`src/rtl/ped_request_ctrl.sv`:
```
// Pedestrian request front-end: synchronizes and debounces both buttons, latches requests and
// asks the light controller for an early pedestrian green, then holds off during a lockout.
module ped_request_ctrl #(
    parameter int unsigned DEB_TICKS     = 3,
    parameter int unsigned LOCKOUT_TICKS = 100
) (
    input  logic       clk_10Hz,
    input  logic       rst_n,
    input  logic       enable,
    input  logic       btn_l,
    input  logic       btn_r,
    input  logic       car_green,
    input  logic       ped_green,
    input  logic       req_ack,
    output logic       req_out,
    output logic       pending_l,
    output logic       pending_r,
    output logic       lockout,
    output logic [7:0] req_count
);

    typedef enum logic [2:0] {
        ST_IDLE       = 3'd0,
        ST_PENDING    = 3'd1,
        ST_REQ        = 3'd2,
        ST_WAIT_GREEN = 3'd3,
        ST_GREEN      = 3'd4,
        ST_LOCKOUT    = 3'd5
    } state_t;

    localparam logic [3:0] DEB_MAX   = 4'(DEB_TICKS);
    localparam logic [3:0] DEB_PRE   = 4'(DEB_TICKS - 1);
    localparam logic [7:0] LOCK_LAST = 8'(LOCKOUT_TICKS - 1);
    localparam logic [7:0] CNT_MAX   = 8'd255;

    state_t     state;
    logic [1:0] btn_meta;          // bit 0 = left button, bit 1 = right button
    logic [1:0] btn_sync;
    logic [3:0] deb_cnt [2];
    logic [1:0] press_evt;
    logic [1:0] press_ok;
    logic       any_press;
    logic [7:0] lock_cnt;

    always_ff @(posedge clk_10Hz or negedge rst_n) begin
        if (!rst_n) begin
            btn_meta <= '0;
            btn_sync <= '0;
        end else begin
            // NOTE: non-blocking so the second stage captures the first stage's old value.
            btn_meta <= {btn_r, btn_l};
            btn_sync <= btn_meta;
        end
    end

    // Counter parks at DEB_TICKS so a held button yields a single press event.
    always_ff @(posedge clk_10Hz or negedge rst_n) begin
        if (!rst_n) begin
            for (int i = 0; i < 2; i++) deb_cnt[i] <= '0;
        end else if (!enable) begin
            for (int i = 0; i < 2; i++) deb_cnt[i] <= '0;
        end else begin
            for (int i = 0; i < 2; i++) begin
                if (!btn_sync[i])
                    deb_cnt[i] <= '0;
                else if (deb_cnt[i] != DEB_MAX)
                    deb_cnt[i] <= deb_cnt[i] + 4'd1;
            end
        end
    end

    always_comb begin
        // NOTE: every combinational output gets a default first so no latch can be inferred.
        press_evt = '0;
        for (int i = 0; i < 2; i++)
            press_evt[i] = btn_sync[i] && (deb_cnt[i] == DEB_PRE);
        press_ok  = press_evt & {2{(state != ST_GREEN) && !ped_green}};
        any_press = |press_ok;
    end

    always_ff @(posedge clk_10Hz or negedge rst_n) begin
        if (!rst_n) begin
            state     <= ST_IDLE;
            req_out   <= 1'b0;
            lockout   <= 1'b0;
            pending_l <= 1'b0;
            pending_r <= 1'b0;
            lock_cnt  <= '0;
            req_count <= '0;
        end else if (!enable) begin
            state     <= ST_IDLE;
            req_out   <= 1'b0;
            lockout   <= 1'b0;
            pending_l <= 1'b0;
            pending_r <= 1'b0;
            lock_cnt  <= '0;
        end else begin
            if (ped_green) begin
                pending_l <= 1'b0;
                pending_r <= 1'b0;
            end else begin
                pending_l <= pending_l | press_ok[0];
                pending_r <= pending_r | press_ok[1];
            end

            req_out <= 1'b0;
            lockout <= 1'b0;

            case (state)
                ST_IDLE: begin
                    if (any_press) state <= ST_PENDING;
                end
                ST_PENDING: begin
                    if (ped_green) begin
                        state <= ST_GREEN;
                    end else if (car_green) begin
                        state   <= ST_REQ;
                        req_out <= 1'b1;
                    end
                end
                ST_REQ: begin
                    if (ped_green)
                        state <= ST_GREEN;
                    else if (req_ack)
                        state <= ST_WAIT_GREEN;
                    else if (!car_green)
                        state <= ST_PENDING;
                    else
                        req_out <= 1'b1;
                end
                ST_WAIT_GREEN: begin
                    if (ped_green) state <= ST_GREEN;
                end
                ST_GREEN: begin
                    if (!ped_green) begin
                        state    <= ST_LOCKOUT;
                        lockout  <= 1'b1;
                        lock_cnt <= '0;
                        if (req_count != CNT_MAX) req_count <= req_count + 8'd1;
                    end
                end
                ST_LOCKOUT: begin
                    // A press landing on the exit edge still counts as waiting.
                    if (lock_cnt == LOCK_LAST) begin
                        state <= (pending_l || pending_r || any_press) ? ST_PENDING : ST_IDLE;
                    end else begin
                        lock_cnt <= lock_cnt + 8'd1;
                        lockout  <= 1'b1;
                    end
                end
                default: state <= ST_IDLE;
            endcase
        end
    end

endmodule

```
`config.mk`:
```
export PLATFORM = sky130hd
export DESIGN_NAME = ped_request_ctrl
export DESIGN_NICKNAME = d
export VERILOG_FILES = /design/src/rtl/ped_request_ctrl.sv
export SDC_FILE = /design/constraint.sdc
export NUM_CORES = 1
export LEC_CHECK = 0
export ABC_CLOCK_PERIOD_IN_PS = 2400
export BUFFER_PORTS_ARGS = -buffer_cell sky130_fd_sc_hd__buf_2
export CORE_MARGIN = 4
export CORE_UTILIZATION = 53
export DETAILED_ROUTE_END_ITERATION = 16
export HOLD_SLACK_MARGIN = 0.03
export PLACE_DENSITY = 0.73
export SETUP_SLACK_MARGIN = 0.2
export SLEW_MARGIN = 20
export SYNTH_ARGS = -nofsm -noshare
export SYNTH_HDL_FRONTEND = slang
export SYNTH_SLANG_ARGS = --single-unit
export TNS_END_PERCENT = 50
```
`constraint.sdc`:
```
create_clock -name clk_10Hz -period 2.4 [get_ports clk_10Hz]
set_clock_uncertainty 0.05 [all_clocks]
set_input_delay 0.24 -clock clk_10Hz [delete_from_list [all_inputs] [get_ports clk_10Hz]]
set_output_delay 0.24 -clock clk_10Hz [all_outputs]
set_load 0.005 [all_outputs]
```
==> results.ini, run 1 <==
[setup_path]
timing.rr.start=state[1]
cpPeakStageDelay_ps=480
worstRegToRegCells=4
critPathSlowestCell=dfrtp_1
setup.worst_path.start_class=flip-flop
worst_path_dominant_cell_family=simple AND/OR/NAND/NOR gates
path_buf_inv=0
required_ps=2580
rrSetupSlack_ps=410
crit_path_cell_trace=or3b_4, or2_4, a31oi_4, mux2_2
path_max_fanout=8
reg2reg_to=req_count[1]
critPathArrivalTime_ps=2170
end_kind=flip-flop
critPathKind=reg -> reg

[outcome]
status=complete, no violations

[global_route]
antenna_found_initial=0
grt_pass1_wl_um=6348
grt_max_degree=36
gr-total-overflow=0
grt_usage_pct=19.52
grt_pass1_vias=1412

[cts]
cts_setup_buffers=0
root_buffer=clkbuf_4
h-tree-depth=2
clkLatencyLatePin_ps=350
clk_pin_slew_worst_paths_ps=120
cts.sinks=35
numCtsBuffers=5
cts_tree=yes
cts.path.max_buffers=2

[timing]
setup_tns_ps=0
slew_headroom_pct=50.25
final-hold-violation-count=0
whs_ps=71.16
min_period_ps=1993
period_share_pct=83.05
max_slew.worst_pin.slew_ps=746.2
maxSlewViolCount=0
fmax_mhz=501.7
setup_viol=0
rsz0062_at_grt=no

[min_path]
min_path_type=in -> reg
min_path_cells=3
hold_end=req_out
hp-start=car_green

[logic_synthesis]
synthAdderAreaFrac_pct=4.292
synth_compound_area_share_pct=15.02
netlist_instances=173
ys_warn_count=0
netlist_area_um2=1749
synthXorXnorAreaFrac_pct=5.508
synth.net_count=187
synth_top_family_by_area=simple AND/OR/NAND/NOR gates
ys_types=40
ys_seq_area_share_pct=50.07
avgSynthCellArea_um2=10.11
yosys.area_share.simple_pct=22.68
synthMuxAreaShare_pct=1.288
synth_seq_cells=35

[floorplanning]
initial_utilization_pct=56.37
io_pins=20
die_width_um=65.45
rows=20
die_h_um=65.45
dieArea_um2=4284
coreArea_um2=3103

[power]
power_density_nw_per_um2=526.0
power_mw=1.050
peakVddDrop_v=0.0003277
p_leak_nw=0.9509

[detailed_routing]
firstDrtPassIters=4
drt_iter0_drc=166
wire_per_inst_um=14.24
ant_nets=0
vias_per_cell=5.683
drc_errors=0
via_count=1398
routed_wl_um=3502

[placed_design]
port_buffers=19
dp_cells=235
dp_hpwl_um=2468
placed_area_um2=1898
place_congestion=0.8676

[finish]
final_area_um2=1997
stdcell_count=246
area_delta_synth_final_pct=14.16
layout_common_cells=dfrtp_1, nor2_1, buf_2, nand2_1, o21ai_0
drive_above_1_share_pct=19.31
fill_cells=270
mostFrequentLayoutCell=dfrtp_1
diodes=0
multi_input_area_um2=853.3
regArea_um2=875.8
final_nets=215

[flow_run]
max_cap_viol_count=0

==> timing repair <==
item / CTS / global route
resized for setup: 0 / 0
endpoints found under the hold margin: 37 / 0
hold buffers: 3 / 0
==> worst register-to-register path: cells and delay by family (launching register included) <==
kind	cells	cell delay [ps]
muxes	1	370
DFF	1	480
AOI/OAI and AO/OA	1	270
and+or+nand+nor	2	700
==> synth_stat cells (all sizes together) <==
| cell | instances | area (um2) |
|---|---|---|
| o21ai | 12 | 60.06 |
| nand2 | 12 | 45.04 |
| nor2 | 21 | 78.83 |
| nor4bb | 2 | 20.02 |
| nand3 | 9 | 45.04 |
| nor3 | 1 | 5.000 |
| or2 | 4 | 27.53 |
| o31ai | 2 | 15.01 |
| xnor2 | 8 | 70.07 |
| or2b | 1 | 8.760 |
| dfrtp | 35 | 875.8 |
| o311ai | 1 | 8.760 |
| nand3b | 2 | 15.01 |
| o221ai | 1 | 8.760 |
| nor2b | 5 | 31.28 |
| nand2b | 2 | 12.51 |
| a31o | 1 | 8.760 |
| a211oi | 2 | 15.01 |
| inv | 3 | 11.26 |
| nand4 | 5 | 31.28 |
| o211ai | 1 | 7.510 |
| clkbuf | 2 | 8.750 |
| a22o | 1 | 8.760 |
| a31oi | 3 | 33.78 |
| a311o | 1 | 10.01 |
| ha | 6 | 75.07 |
| a21bo | 1 | 10.01 |
| and3 | 7 | 43.79 |
| or3b | 1 | 11.26 |
| xor2 | 3 | 26.28 |
| o22a | 1 | 8.760 |
| or3 | 2 | 12.51 |
| a21oi | 10 | 50.05 |
| mux2 | 2 | 22.52 |
| a41oi | 1 | 8.760 |
| a32oi | 1 | 8.760 |
| and2b | 1 | 8.760 |
==> cell families after synthesis <==
| kind of cell | Yosys count |
|---|---|
| simple gates | 75 |
| compound gates | 39 |
| flops | 35 |
| xor+xnor | 11 |
| fa+ha+maj | 6 |
| buf+inv | 5 |
| mux | 2 |
==> metrics by stage <==
step                      worst slack [ps]  utilization [%]
final                                406.8            64.35
after global routing                 208.2            64.35
after CTS                            424.4            64.35
after detailed placement             451.9            61.17
after global placement               506.9            61.17
after floorplan                      576.2                -
==> per-layer routing <==
metal / vias to the layer above / global-route usage, % / part of all wire, %
met2: 30 / 31.73 / 47
met3: 11 / 5.128 / 4.7
met1: 682 / 23.31 / 44
li1: 675 / - / -
met4: 0 / 11.14 / 3.6
met5: - / 0 / 0
==> flip-flops by register name (all words and copies together) (netlist names) <==
signal     flops
lockout        1
pending_l      1
btn_meta       2
deb_cnt        8
btn_sync       2
req_out        1
lock_cnt       8
state          3
pending_r      1
req_count      8
==> how the worst max path moves through the flow <==
| stage | from | end | depth (start not counted) |
|---|---|---|---|
| floorplan | state[1] | req_count[1] | 4 |
| global placement | state[1] | req_count[1] | 4 |
| detailed placement | state[0] | req_count[1] | 4 |
| CTS | state[0] | req_count[1] | 4 |
| global route | deb_cnt[0] | state[0] | 7 |
| finish | state[1] | req_count[1] | 4 |
==> where the power goes <==
part	total, mW	internal (mW)	switching, mW
sequential	0.608	0.598	0.00954
combinational	0.0695	0.0283	0.0413
clock	0.373	0.172	0.200
total	1.05	0.799	0.251
==> final cells by class <==
class	instances	share of cell area, %
sequential	35	43.86
multi-input combinational	133	42.73
timing repair buffer	23	6.642
clock buffer	8	3.446
tap	44	2.757
inverter	3	0.5639
(Power assumes the default switching activity.)
==> run 2: changes to the inputs <==
--- a/config.mk
+++ b/config.mk
@@ -5,7 +5,7 @@
 export SDC_FILE = /design/constraint.sdc
 export NUM_CORES = 1
 export LEC_CHECK = 0
-export ABC_CLOCK_PERIOD_IN_PS = 2400
+export ABC_CLOCK_PERIOD_IN_PS = 1900
 export BUFFER_PORTS_ARGS = -buffer_cell sky130_fd_sc_hd__buf_2
 export CORE_MARGIN = 4
 export CORE_UTILIZATION = 53
==> constraint.sdc (replaced) <==
create_clock -name clk_10Hz -period 1.9 [get_ports clk_10Hz]
set_clock_uncertainty 0.05 [all_clocks]
set_input_delay 0.19 -clock clk_10Hz [delete_from_list [all_inputs] [get_ports clk_10Hz]]
set_output_delay 0.19 -clock clk_10Hz [all_outputs]
set_load 0.005 [all_outputs]
==> run 2 against run 1 <==
Final cell count is 6.9% higher. Count of clock-buffer cells in the layout shrank 1. Utilization is 5.1 points higher. Global-route usage is 0.81 points higher. Critical endpoint unchanged. Setup slack got worse by 320 ps. Register-to-register slack worse by 320 ps.
==> results.ini, run 2 (synthesis gave the netlist of run 1 again) <==
[finish]
final_nets=232
mostFrequentLayoutCell=dfrtp_1
diodes=0
layout_common_cells=dfrtp_1, nor2_1, buf_2, buf_4, nand2_1
fill_cells=256
finalCoreUtilization_pct=69.48
drive_above_1_share_pct=27.40
largest_registers=deb_cnt: 8 flops, lock_cnt: 8 flops, req_count: 8 flops
area_delta_synth_final_pct=23.25

[cts]
root_buffer=clkbuf_4
cts.sinks=35
clkLatencyLatePin_ps=340
h-tree-depth=2
cts.path.max_buffers=2
clk_pin_slew_worst_paths_ps=110
cts_tree=yes
numCtsBuffers=5

[setup_path]
worstRegToRegCells=4
rrSetupSlack_ps=80
required_ps=2080
critPathArrivalTime_ps=2000
timing.rr.start=state[1]
setup.worst_path.start_class=flip-flop
reg2reg_to=req_count[1]
path_max_fanout=8
critPathSlowestCell=dfrtp_1
critPathKind=reg -> reg
crit_path_cell_trace=or3b_4, or2_4, a31oi_4, mux2_4
end_kind=flip-flop
cpPeakStageDelay_ps=410

[min_path]
min_path_type=in -> reg
hold_end=pending_l
min_path_cells=3
hp-start=enable

[placed_design]
port_buffers=19
preCtsSetupSlack_ps=68.65
dp_hpwl_um=2622
place_congestion=0.8887

[timing]
period_share_pct=95.63
min_period_ps=1817
rsz0062_at_grt=yes
max_slew.worst_pin.slew_ps=784.7
setup_tns_ps=0
slew_headroom_pct=47.68
fmax_mhz=550.4
maxSlewViolCount=0
final-hold-violation-count=0
setup_slack_ps=83.03
setup_viol=0

[detailed_routing]
wire_per_inst_um=14.81
drc_errors=0
ant_nets=0
drt_iter0_drc=43
firstDrtPassIters=4
vias_per_cell=5.464
routed_wl_um=3896
via_count=1437

[outcome]
status=complete, no violations

[global_route]
gr-total-overflow=0
grt_pass1_wl_um=6527
grt_usage_pct=20.34
grt_pass1_vias=1468
grt_max_degree=36
antenna_found_initial=0

[power]
peakVddDrop_v=0.0005084
p_leak_nw=1.031
power_density_nw_per_um2=585.7

[floorplanning]
die_width_um=65.45
initial_utilization_pct=56.37
dieArea_um2=4284
rows=20
io_pins=20
coreArea_um2=3103
die_h_um=65.45

[flow_run]
max_cap_viol_count=0

## run 2: routing by layer
layer	wire [um]	share of wire, %	track usage, %	vias to the layer above
met5	0	0	0	-
li1	-	-	-	712
met3	166	4.3	6.154	5
met1	1710	44	22.98	691
met4	61	1.6	7.513	0
met2	1957	50	35.90	29
## run 2: what timing repair did
item	in CTS	in global routing
endpoints found under the hold margin	38	0
endpoints found under the setup margin	18	19
setup buffers	3	3
hold buffers	4	0
gates resized for setup	6	4
pin swaps	9	7
## run 2: cell type report
cell class | instances | area (um2) | area share [%]
clock inverters | 1 | 5.005 | 0.2322
multi-input cells | 133 | 900.9 | 41.79
flip-flops and latches | 35 | 875.8 | 40.63
repair buffers | 40 | 262.8 | 12.19
inverters | 3 | 11.26 | 0.5223
clock buffers | 7 | 45.04 | 2.089
well taps | 44 | 55.05 | 2.554
## run 2: critical path: cells and delay by family, from the launching register on
family	cells	cell delay [ps]
AO/OA/AOI/OAI	1	260
AND/OR/NAND/NOR	2	650
flip-flops	1	410
multiplexers	1	330
## run 2: worst max-delay path by stage
stage / start / end / slack, ps / cells past startpoint
6_report: state[1] / req_count[1] / 80 / 4
5_1_grt: deb_cnt[0] / state[0] / 30 / 8
4_1_cts: state[1] / req_count[1] / 80 / 4
3_5_place_dp: deb_cnt[0] / state[0] / 70 / 8
3_3_place_gp: state[0] / req_count[1] / 110 / 4
2_1_floorplan: state[0] / req_count[1] / 110 / 4
## run 2: report_power, final
group / switching, mW / internal, mW / total [mW]
sequential: 0.00852 / 0.756 / 0.765
combinational: 0.0646 / 0.0476 / 0.112
clock: 0.242 / 0.144 / 0.386
total: 0.315 / 0.948 / 1.26
## run 2: per-stage QoR
| stage | std cells | power [mW] | hold WS, ps | instance area (um2) |
|---|---|---|---|---|
| 3_5_place_dp | 245 | 0.8736 | 249.6 | 1977 |
| 3_3_place_gp | 245 | 0.8700 | 240.6 | 1977 |
| 6_report | 263 | 1.263 | 175.4 | 2156 |
| 2_1_floorplan | 173 | 0.8271 | -155.6 | 1753 |
| 5_1_grt | 263 | 1.325 | 155.7 | 2156 |
| 4_1_cts | 260 | 1.269 | 154.5 | 2121 |
==> run 3: changes to the inputs <==
--- a/config.mk
+++ b/config.mk
@@ -5,7 +5,7 @@
 export SDC_FILE = /design/constraint.sdc
 export NUM_CORES = 1
 export LEC_CHECK = 0
-export ABC_CLOCK_PERIOD_IN_PS = 1900
+export ABC_CLOCK_PERIOD_IN_PS = 2100
 export BUFFER_PORTS_ARGS = -buffer_cell sky130_fd_sc_hd__buf_2
 export CORE_MARGIN = 4
 export CORE_UTILIZATION = 53
==> constraint.sdc (replaced) <==
create_clock -name clk_10Hz -period 2.1 [get_ports clk_10Hz]
set_clock_uncertainty 0.05 [all_clocks]
set_input_delay 0.21 -clock clk_10Hz [delete_from_list [all_inputs] [get_ports clk_10Hz]]
set_output_delay 0.21 -clock clk_10Hz [all_outputs]
set_load 0.005 [all_outputs]
==> run 3 against run 2 <==
Via count down 1.3%. Hold slack got worse by 18 ps. Setup slack gained 130 ps. Combinational power down 15%. Global-route usage down 1.2 points. Count of clock-buffer cells in the layout shrank 1. Sequential share of layout area up 0.45 points.
==> results.ini, run 3 (synthesis gave the netlist of run 1 again) <==
[detailed_routing]
drt_iter0_drc=102
ant_nets=0
routed_wl_um=3536
via_count=1419
wire_per_inst_um=13.76
wl_met2_um=1671
routed.top_layer=met4
wl_met3_um=187
firstDrtPassIters=4
vias_per_cell=5.521
wl_met1_um=1634
drc_errors=0

[finish]
largest_registers=deb_cnt: 8 flops, lock_cnt: 8 flops, req_count: 8 flops
diodes=0
fill_cells=258
area_delta_synth_final_pct=22.25
multi_input_area_um2=885.9
mostFrequentLayoutCell=dfrtp_1
layout_common_cells=dfrtp_1, nor2_1, buf_2, nand2_1, o21ai_0
final_area_um2=2138
drive_above_1_share_pct=27.23
final_nets=226
regArea_um2=878.3

[floorplanning]
coreArea_um2=3103
rows=20
die_width_um=65.45
initial_utilization_pct=56.37
io_pins=20
dieArea_um2=4284
die_h_um=65.45

[outcome]
status=complete, no violations

[setup_path]
setup.worst_path.start_class=flip-flop
reg2reg_to=state[0]
end_kind=flip-flop
critPathLaunch=state[0]
endpoint=state[0]
path_max_fanout=10
timing.rr.start=state[0]
rrSetupSlack_ps=210
required_ps=2280
worstRegToRegCells=6
critPathArrivalTime_ps=2060
critPathKind=reg -> reg

[power]
comb_power_share_pct=7.3
swShare_pct=22.58
power_mw=1.301
power_density_nw_per_um2=608.5
p_int_mw=1.007
switching_power_mw=0.2938
p_leak_nw=1.018
clock_power_share_pct=39.5
peakVddDrop_v=0.0005572
pwr-share-seq_pct=53.2

[timing]
max_slew.worst_pin.slew_ps=739.3
period_share_pct=89.84
setup_slack_ps=213.4
slew_headroom_pct=50.72
setup_viol=0
final-hold-violation-count=0
setup_tns_ps=0
fmax_mhz=530.1
rsz0062_at_grt=yes
min_period_ps=1887
whs_ps=157.8
maxSlewViolCount=0

[flow_run]
max_cap_viol_count=0

[cts]
clkLatencyLatePin_ps=340
root_buffer=clkbuf_4
cts.sinks=35
h-tree-depth=2
cts.path.max_buffers=2
clk_pin_slew_worst_paths_ps=110
cts_tree=yes
numCtsBuffers=5

[global_route]
antenna_found_initial=0
grt_max_degree=36
grt_pass1_vias=1450
grt_usage_pct=19.13
grt_pass1_wl_um=6389
gr-total-overflow=0

[placed_design]
dp_hpwl_um=2506
place_congestion=0.9713
placed_area_um2=1936
port_buffers=19
preCtsSetupSlack_ps=133.2

[min_path]
min_path_type=in -> reg
min_path_cells=3

## run 3: layout make-up
class / count / share of cell area [%]
clock buffer: 6 / 2.399
clock inverter: 2 / 1.638
inverter: 3 / 0.5266
multi-input combinational: 133 / 41.43
sequential: 35 / 41.08
tap: 44 / 2.575
timing repair buffer: 34 / 10.36
## run 3: metrics by stage
step / instances / utilization (%)
final: 257 / 68.91
after floorplan: 173 / -
after global routing: 257 / 68.91
after global placement: 240 / 62.38
after CTS: 256 / 67.50
after detailed placement: 240 / 62.38
## run 3: metal layers
metal	global-route usage (%)	vias up
met1	24.89	672
li1	-	704
met3	4.957	6
met4	6.218	0
met2	31.10	37
met5	0	-
## run 3: worst min-delay path by stage
stage | to | startpoint | slack [ps]
6_report | state[1] | req_ack | 160
5_1_grt | state[1] | req_ack | 180
4_1_cts | state[1] | req_ack | 150
3_5_place_dp | btn_meta[0] | btn_l | 270
3_3_place_gp | lock_cnt[4] | rst_n | 270
2_1_floorplan | btn_meta[0] | rst_n | -140
## run 3: what timing repair did
| action | CTS | global route |
|---|---|---|
| setup buffers | 4 | 1 |
| gates resized for setup | 2 | 8 |
| endpoints found under the setup margin | 5 | 16 |
| endpoints found under the hold margin | 38 | 0 |
| hold buffers | 4 | 0 |
| pin swaps | 0 | 4 |
## run 3: power groups by stage
stage / Clock (mW) / Combinational (mW) / Sequential [mW]
6_report: 0.514 / 0.0954 / 0.692
5_1_grt: 0.561 / 0.108 / 0.694
4_1_cts: 0.529 / 0.0947 / 0.692
3_5_place_dp: 0 / 0.0840 / 0.706
3_3_place_gp: 0 / 0.0807 / 0.705
2_1_floorplan: 0 / 0.0428 / 0.705
## run 3: worst max-delay path: stages, from the launching register on
cell	delay [ps]
dfrtp_1	420
buf_4	170
or2_2	310
a311o_1	360
a31o_2	280
o221ai_2	140
a21oi_1	60
